**config.mk**
```make
export PLATFORM = sky130hd
export DESIGN_NAME = fb_rect_filler
export DESIGN_NICKNAME = d
export VERILOG_FILES = /design/src/rtl/vga_pkg.sv /design/src/rtl/raster_walker.sv /design/src/rtl/fb_rect_filler.sv
export SDC_FILE = /design/constraint.sdc
export NUM_CORES = 1
export LEC_CHECK = 0
export CAP_MARGIN = 10
export CORE_MARGIN = 2
export CORE_UTILIZATION = 40
export CTS_BUF_LIST = sky130_fd_sc_hd__clkbuf_16
export CTS_CLUSTER_DIAMETER = 80
export DETAILED_ROUTE_END_ITERATION = 6
export SYNTH_ARGS = -nofsm -noshare
export SYNTH_HDL_FRONTEND = slang
export SYNTH_SLANG_ARGS = --single-unit
```
**constraint.sdc**
```tcl
create_clock -name clock -period 5.6 [get_ports clock]
set_input_delay 1.12 -clock clock [delete_from_list [all_inputs] [get_ports clock]]
set_output_delay 1.12 -clock clock [all_outputs]
set_load 0.02 [all_outputs]
```
**src/rtl/vga_pkg.sv**
```systemverilog
// Shared framebuffer geometry, pixel type and fill-engine state encoding.
// The VGA output stage imports the same constants so read and write address maps agree.
package vga_pkg;

    localparam int FB_WIDTH  = 400;
    localparam int FB_HEIGHT = 300;
    localparam int ADDR_W    = 17;

    localparam logic [9:0] FB_W10 = 10'(FB_WIDTH);
    localparam logic [9:0] FB_H10 = 10'(FB_HEIGHT);
    localparam logic [ADDR_W-1:0] ROW_STRIDE = ADDR_W'(FB_WIDTH);

    typedef struct packed {
        logic [4:0] r;
        logic [5:0] g;
        logic [4:0] b;
    } rgb565_t;

    typedef enum logic [1:0] {
        IDLE,
        CLIP,
        FILL,
        DONE
    } fill_state_t;

    // y*400 as (y<<8)+(y<<7)+(y<<4), so no multiplier is inferred
    function automatic logic [ADDR_W-1:0] rowBase(input logic [8:0] y);
        logic [ADDR_W-1:0] w_y;
        w_y = ADDR_W'(y);
        return (w_y << 8) + (w_y << 7) + (w_y << 4);
    endfunction

endpackage

```
**src/rtl/raster_walker.sv**
```systemverilog
// Walks a clipped rectangle in raster order, tracking the current pixel and its row base
// address, and flags the final pixel so the fill FSM knows when to stop.
module raster_walker
    import vga_pkg::*;
(
    input  logic              clock,
    input  logic              reset,
    input  logic              start,
    input  logic              step,
    input  logic [8:0]        x,
    input  logic [8:0]        y,
    input  logic [9:0]        x_end,
    input  logic [9:0]        y_end,
    output logic [ADDR_W-1:0] addr,
    output logic              last
);

    logic [9:0]        r_curX;
    logic [9:0]        r_curY;
    logic [ADDR_W-1:0] r_rowBase;
    logic              w_rowEnd;

    assign w_rowEnd = (r_curX == x_end - 10'd1);
    assign last     = w_rowEnd && (r_curY == y_end - 10'd1);
    assign addr     = r_rowBase + ADDR_W'(r_curX);

    // At the end of a row, return to the left edge and move the base down one stride
    always_ff @(posedge clock or negedge reset) begin
        if (!reset) begin
            r_curX    <= '0;
            r_curY    <= '0;
            r_rowBase <= '0;
        end else if (start) begin
            r_curX    <= {1'b0, x};
            r_curY    <= {1'b0, y};
            r_rowBase <= rowBase(y);
        end else if (step) begin
            if (w_rowEnd) begin
                r_curX    <= {1'b0, x};
                r_curY    <= r_curY + 10'd1;
                r_rowBase <= r_rowBase + ROW_STRIDE;
            end else begin
                r_curX <= r_curX + 10'd1;
            end
        end
    end

endmodule

```
**src/rtl/fb_rect_filler.sv**
```systemverilog
// Rectangle fill engine: latches a command, clips it to the framebuffer and writes one
// RGB565 pixel per clock into the video RAM write port.
module fb_rect_filler
    import vga_pkg::*;
(
    input  logic              clock,
    input  logic              reset,
    input  logic              cmd_valid,
    output logic              cmd_ready,
    input  logic [8:0]        cmd_x,
    input  logic [8:0]        cmd_y,
    input  logic [8:0]        cmd_w,
    input  logic [8:0]        cmd_h,
    input  logic [15:0]       cmd_color,
    output logic              busy,
    output logic              done,
    output logic              wr_en,
    output logic [ADDR_W-1:0] wr_addr,
    output logic [15:0]       wr_data
);

    fill_state_t       r_state;
    fill_state_t       w_nextState;

    logic [8:0]        r_x;
    logic [8:0]        r_y;
    logic [8:0]        r_w;
    logic [8:0]        r_h;
    rgb565_t           r_color;

    logic              r_ready;
    logic              r_busy;
    logic              r_done;
    logic              r_wrEn;
    logic [ADDR_W-1:0] r_wrAddr;
    logic [15:0]       r_wrData;

    logic              w_accept;
    logic [9:0]        w_xSum;
    logic [9:0]        w_ySum;
    logic [9:0]        w_xEnd;
    logic [9:0]        w_yEnd;
    logic              w_empty;
    logic              w_start;
    logic              w_step;
    logic [ADDR_W-1:0] w_addr;
    logic              w_last;

    assign w_accept = cmd_valid && r_ready;

    assign w_xSum  = {1'b0, r_x} + {1'b0, r_w};
    assign w_ySum  = {1'b0, r_y} + {1'b0, r_h};
    assign w_xEnd  = (w_xSum > FB_W10) ? FB_W10 : w_xSum;
    assign w_yEnd  = (w_ySum > FB_H10) ? FB_H10 : w_ySum;
    assign w_empty = (r_w == 9'd0) || (r_h == 9'd0) ||
                     ({1'b0, r_x} >= FB_W10) || ({1'b0, r_y} >= FB_H10);

    raster_walker u_walker (
        .clock (clock),
        .reset (reset),
        .start (w_start),
        .step  (w_step),
        .x     (r_x),
        .y     (r_y),
        .x_end (w_xEnd),
        .y_end (w_yEnd),
        .addr  (w_addr),
        .last  (w_last)
    );

    always_ff @(posedge clock or negedge reset) begin
        if (!reset) begin
            r_state <= IDLE;
        end else begin
            r_state <= w_nextState;
        end
    end

    always_comb begin
        w_nextState = r_state;
        w_start     = 1'b0;
        w_step      = 1'b0;
        unique case (r_state)
            IDLE: begin
                if (w_accept) begin
                    w_nextState = CLIP;
                end
            end
            CLIP: begin
                if (w_empty) begin
                    w_nextState = DONE;
                end else begin
                    w_start     = 1'b1;
                    w_nextState = FILL;
                end
            end
            FILL: begin
                w_step = 1'b1;
                if (w_last) begin
                    w_nextState = DONE;
                end
            end
            DONE: begin
                w_nextState = IDLE;
            end
            default: begin
                w_nextState = IDLE;
            end
        endcase
    end

    always_ff @(posedge clock or negedge reset) begin
        if (!reset) begin
            r_x     <= '0;
            r_y     <= '0;
            r_w     <= '0;
            r_h     <= '0;
            r_color <= '0;
        end else if (w_accept) begin
            r_x     <= cmd_x;
            r_y     <= cmd_y;
            r_w     <= cmd_w;
            r_h     <= cmd_h;
            r_color <= rgb565_t'(cmd_color);
        end
    end

    // Ready stays low during the done cycle so the next accept lands strictly after done
    always_ff @(posedge clock or negedge reset) begin
        if (!reset) begin
            r_ready  <= 1'b0;
            r_busy   <= 1'b0;
            r_done   <= 1'b0;
            r_wrEn   <= 1'b0;
            r_wrAddr <= '0;
            r_wrData <= '0;
        end else begin
            r_ready <= (w_nextState == IDLE) && (r_state != DONE);
            r_busy  <= (w_nextState != IDLE) || (r_state == DONE);
            r_done  <= (r_state == DONE);
            r_wrEn  <= (r_state == FILL);
            if (r_state == FILL) begin
                r_wrAddr <= w_addr;
                r_wrData <= r_color;
            end
        end
    end

    assign cmd_ready = r_ready;
    assign busy      = r_busy;
    assign done      = r_done;
    assign wr_en     = r_wrEn;
    assign wr_addr   = r_wrAddr;
    assign wr_data   = r_wrData;

endmodule

```
==> impl_metrics.json <==
{
  "clockBufferDepth": 2,
  "fin_skew_ns": 0.0151,
  "synthArstFlopShare_pct": 100,
  "die-area_sq_mm": 0.0214,
  "crit_start": "r_x[0]",
  "h-tree-depth": 4,
  "regArea_sq_mm": 0.00310,
  "reg2reg_depth": 18,
  "crit_end": "u_walker.r_rowBase[10]",
  "num_io_pins": 92,
  "synth.most_common_cell": "dfrtp_1",
  "grt_pass1_vias": 6486,
  "yosysTopAreaCell": "dfrtp_1",
  "hold_viol_final": 0,
  "syn-cell-area_sq_mm": 0.00810,
  "synth_top_area_share_pct": 38.3,
  "insertedDiodeCount": 0,
  "cp_max_fo": 20,
  "wl_mm": 20.5,
  "placementRows": 52,
  "multiInputGateArea_sq_mm": 0.00476,
  "hpwl_mm": 15.0,
  "fillerInstances": 1924,
  "rsz0062_at_grt": "no",
  "fmax_mhz": 191,
  "grtUsageTotal_pct": 19.7,
  "numCtsBuffers": 17,
  "clk_pin_slew_ns": 0.06,
  "avgViaCountPerCell": 5.54,
  "ys_ff_latch": 124,
  "drv_cap": 0,
  "grt_start_max_net_pins": 55,
  "worstPathArrival_ns": 5.58,
  "synthTopCellsByArea": "dfrtp_1 (38%), mux2_2 (11%), ha_1 (8.2%)",
  "antenna_found_initial": 0,
  "drt_iter0_markers": 431,
  "cts.sinks": 124,
  "synth_seq_area_share_pct": 38.3,
  "yosysWarnings": 0,
  "final.setup.worst_slack_ns": 0.352,
  "yosys-top-cells-count": "dfrtp_1 (124), mux2_2 (80), ha_1 (53)",
  "syn_area_per_cell_sq_um": 10.0,
  "core_sq_mm": 0.0200,
  "root_buffer": "clkbuf_16",
  "grt_overflow_total": 0,
  "first_pass_iters": 5,
  "dp_slack_ns": 0.344,
  "vias": 6587,
  "timing.final.crit_share_pct": 93.7,
  "grt_pass1_wl_mm": 33.9,
  "setup_tns_ns": 0,
  "syn_inst": 808,
  "crit_path_start_kind": "register",
  "reg2reg_from": "r_x[0]",
  "r2r_slack_ns": 0.35,
  "required_ns": 5.94,
  "die_w_um": 146,
  "wl_per_cell_um": 17.2,
  "hold_class": "register to register",
  "relSlewSlack_pct": 44.3,
  "portBuffers": 91,
  "route.detailed.drc": 0,
  "critical_path_class": "register to register",
  "drv_slew": 0,
  "dieHeight_um": 146,
  "postRouteAntennaNets": 0,
  "synth-edff-count": 0,
  "synthesis.nets": 924,
  "area_delta_synth_final_pct": 23.1,
  "cp-end-kind": "register",
  "ys.flop_type": "dfrtp_1",
  "drive_gt1_share_pct": 16.1,
  "utilization_pct": 49.8,
  "tightest_slew_ns": 0.836,
  "start_util_pct": 40.4,
  "synth_cell_type_count": 72,
  "setup_viol": 0,
  "gp_congestion": 0.931,
  "clk_latency_ns": 0.42,
  "regToRegEndpoint": "u_walker.r_rowBase[10]",
  "nNetsFinal": 1023,
  "cts_tree": "yes",
  "min_period_ns": 5.25,
  "run_status": "complete, no violations"
}
==> layout make-up <==
type	count	area share (%)
timing repair buffer	109	10.5
multi-input combinational	617	47.8
inverter	38	1.43
clock buffer	17	4.27
clock inverter	15	1.56
tap	270	3.39
sequential	124	31.1
==> cells in the final DEF (no fill, tap or decap), drive strengths merged, types with 20 or more instances in the layout <==
| master | instances |
|---|---|
| nand2 | 44 |
| ha | 53 |
| nand3 | 28 |
| a21oi | 35 |
| nor3 | 20 |
| xnor2 | 26 |
| o21ai | 31 |
| clkdlybuf4s50 | 90 |
| or3 | 24 |
| nor2 | 52 |
| dfrtp | 124 |
| inv | 46 |
| mux2 | 80 |
==> worst min-delay path by stage <==
stage | start | end | depth (start not counted) | slack [ns]
after floorplan | r_color[10] | r_color[10] | 1 | 0.47
after global placement | wr_addr[9] | wr_addr[9] | 2 | 0.48
after detailed placement | wr_addr[9] | wr_addr[9] | 2 | 0.48
after CTS | wr_addr[9] | wr_addr[9] | 2 | 0.50
after global routing | r_color[6] | r_color[6] | 1 | 0.51
final | wr_addr[9] | wr_addr[9] | 2 | 0.50
==> metrics by stage <==
| stage | cell area, sq um | cells | hold WS (ns) |
|---|---|---|---|
| detailed placement | 9360 | 1155 | 0.483 |
| CTS | 9940 | 1187 | 0.498 |
| global route | 9970 | 1190 | 0.509 |
| global placement | 9360 | 1155 | 0.477 |
| floorplan | 8100 | 808 | 0.474 |
| finish | 9970 | 1190 | 0.498 |
==> metal layers <==
layer / GRT usage, % / share of wire [%]
met3: 4.84 / 6.1
met5: 0 / 0
met2: 30.5 / 44
met4: 6.65 / 1.7
met1: 27.0 / 48
==> state kept, by name, indices dropped and copies added (netlist names) <==
name and flops:
cmd_ready 1, wr_addr 17, u_walker.r_curX 10, r_color 16, r_w 9, r_h 9, r_y 9, u_walker.r_curY 10
busy 1, u_walker.r_rowBase 13, r_state 2, done 1, wr_data 16, wr_en 1, r_x 9
==> repair_timing <==
item	CTS	global route
setup endpoints to repair	0	3
buffers inserted	0	3
hold buffers	0	0
resized for setup	0	1
==> worst max-delay path, cell delays in order (launching register included) <==
cell and delay (ns):
dfrtp_1 0.40, ha_1 0.24, fa_1 0.47, nand3_1 0.14
a21oi_1 0.10, or4_1 0.54, o211a_1 0.21, a21oi_1 0.27
nand2_1 0.09, ha_1 0.25, o211ai_1 0.17, mux2_2 0.22
a211oi_1 0.06, or4_4 0.44, a221oi_2 0.45, o2111ai_4 0.29
buf_4 0.28, or3_1 0.35, a31oi_1 0.18
==> cells by family after synthesis <==
family | count (synthesis) | synth area share (%)
multiplexers | 86 | 11.9
AO/OA/AOI/OAI | 186 | 15.9
flip-flops | 124 | 38.3
adder cells (fa/ha/maj) | 61 | 10.2
XOR/XNOR | 46 | 5.24
AND/OR/NAND/NOR | 238 | 15.3
buffers and inverters | 67 | 3.15
Power is left out: the tool's default activity adds up to more than one toggle a clock period on the data nets, which glitch-free logic cannot reach.
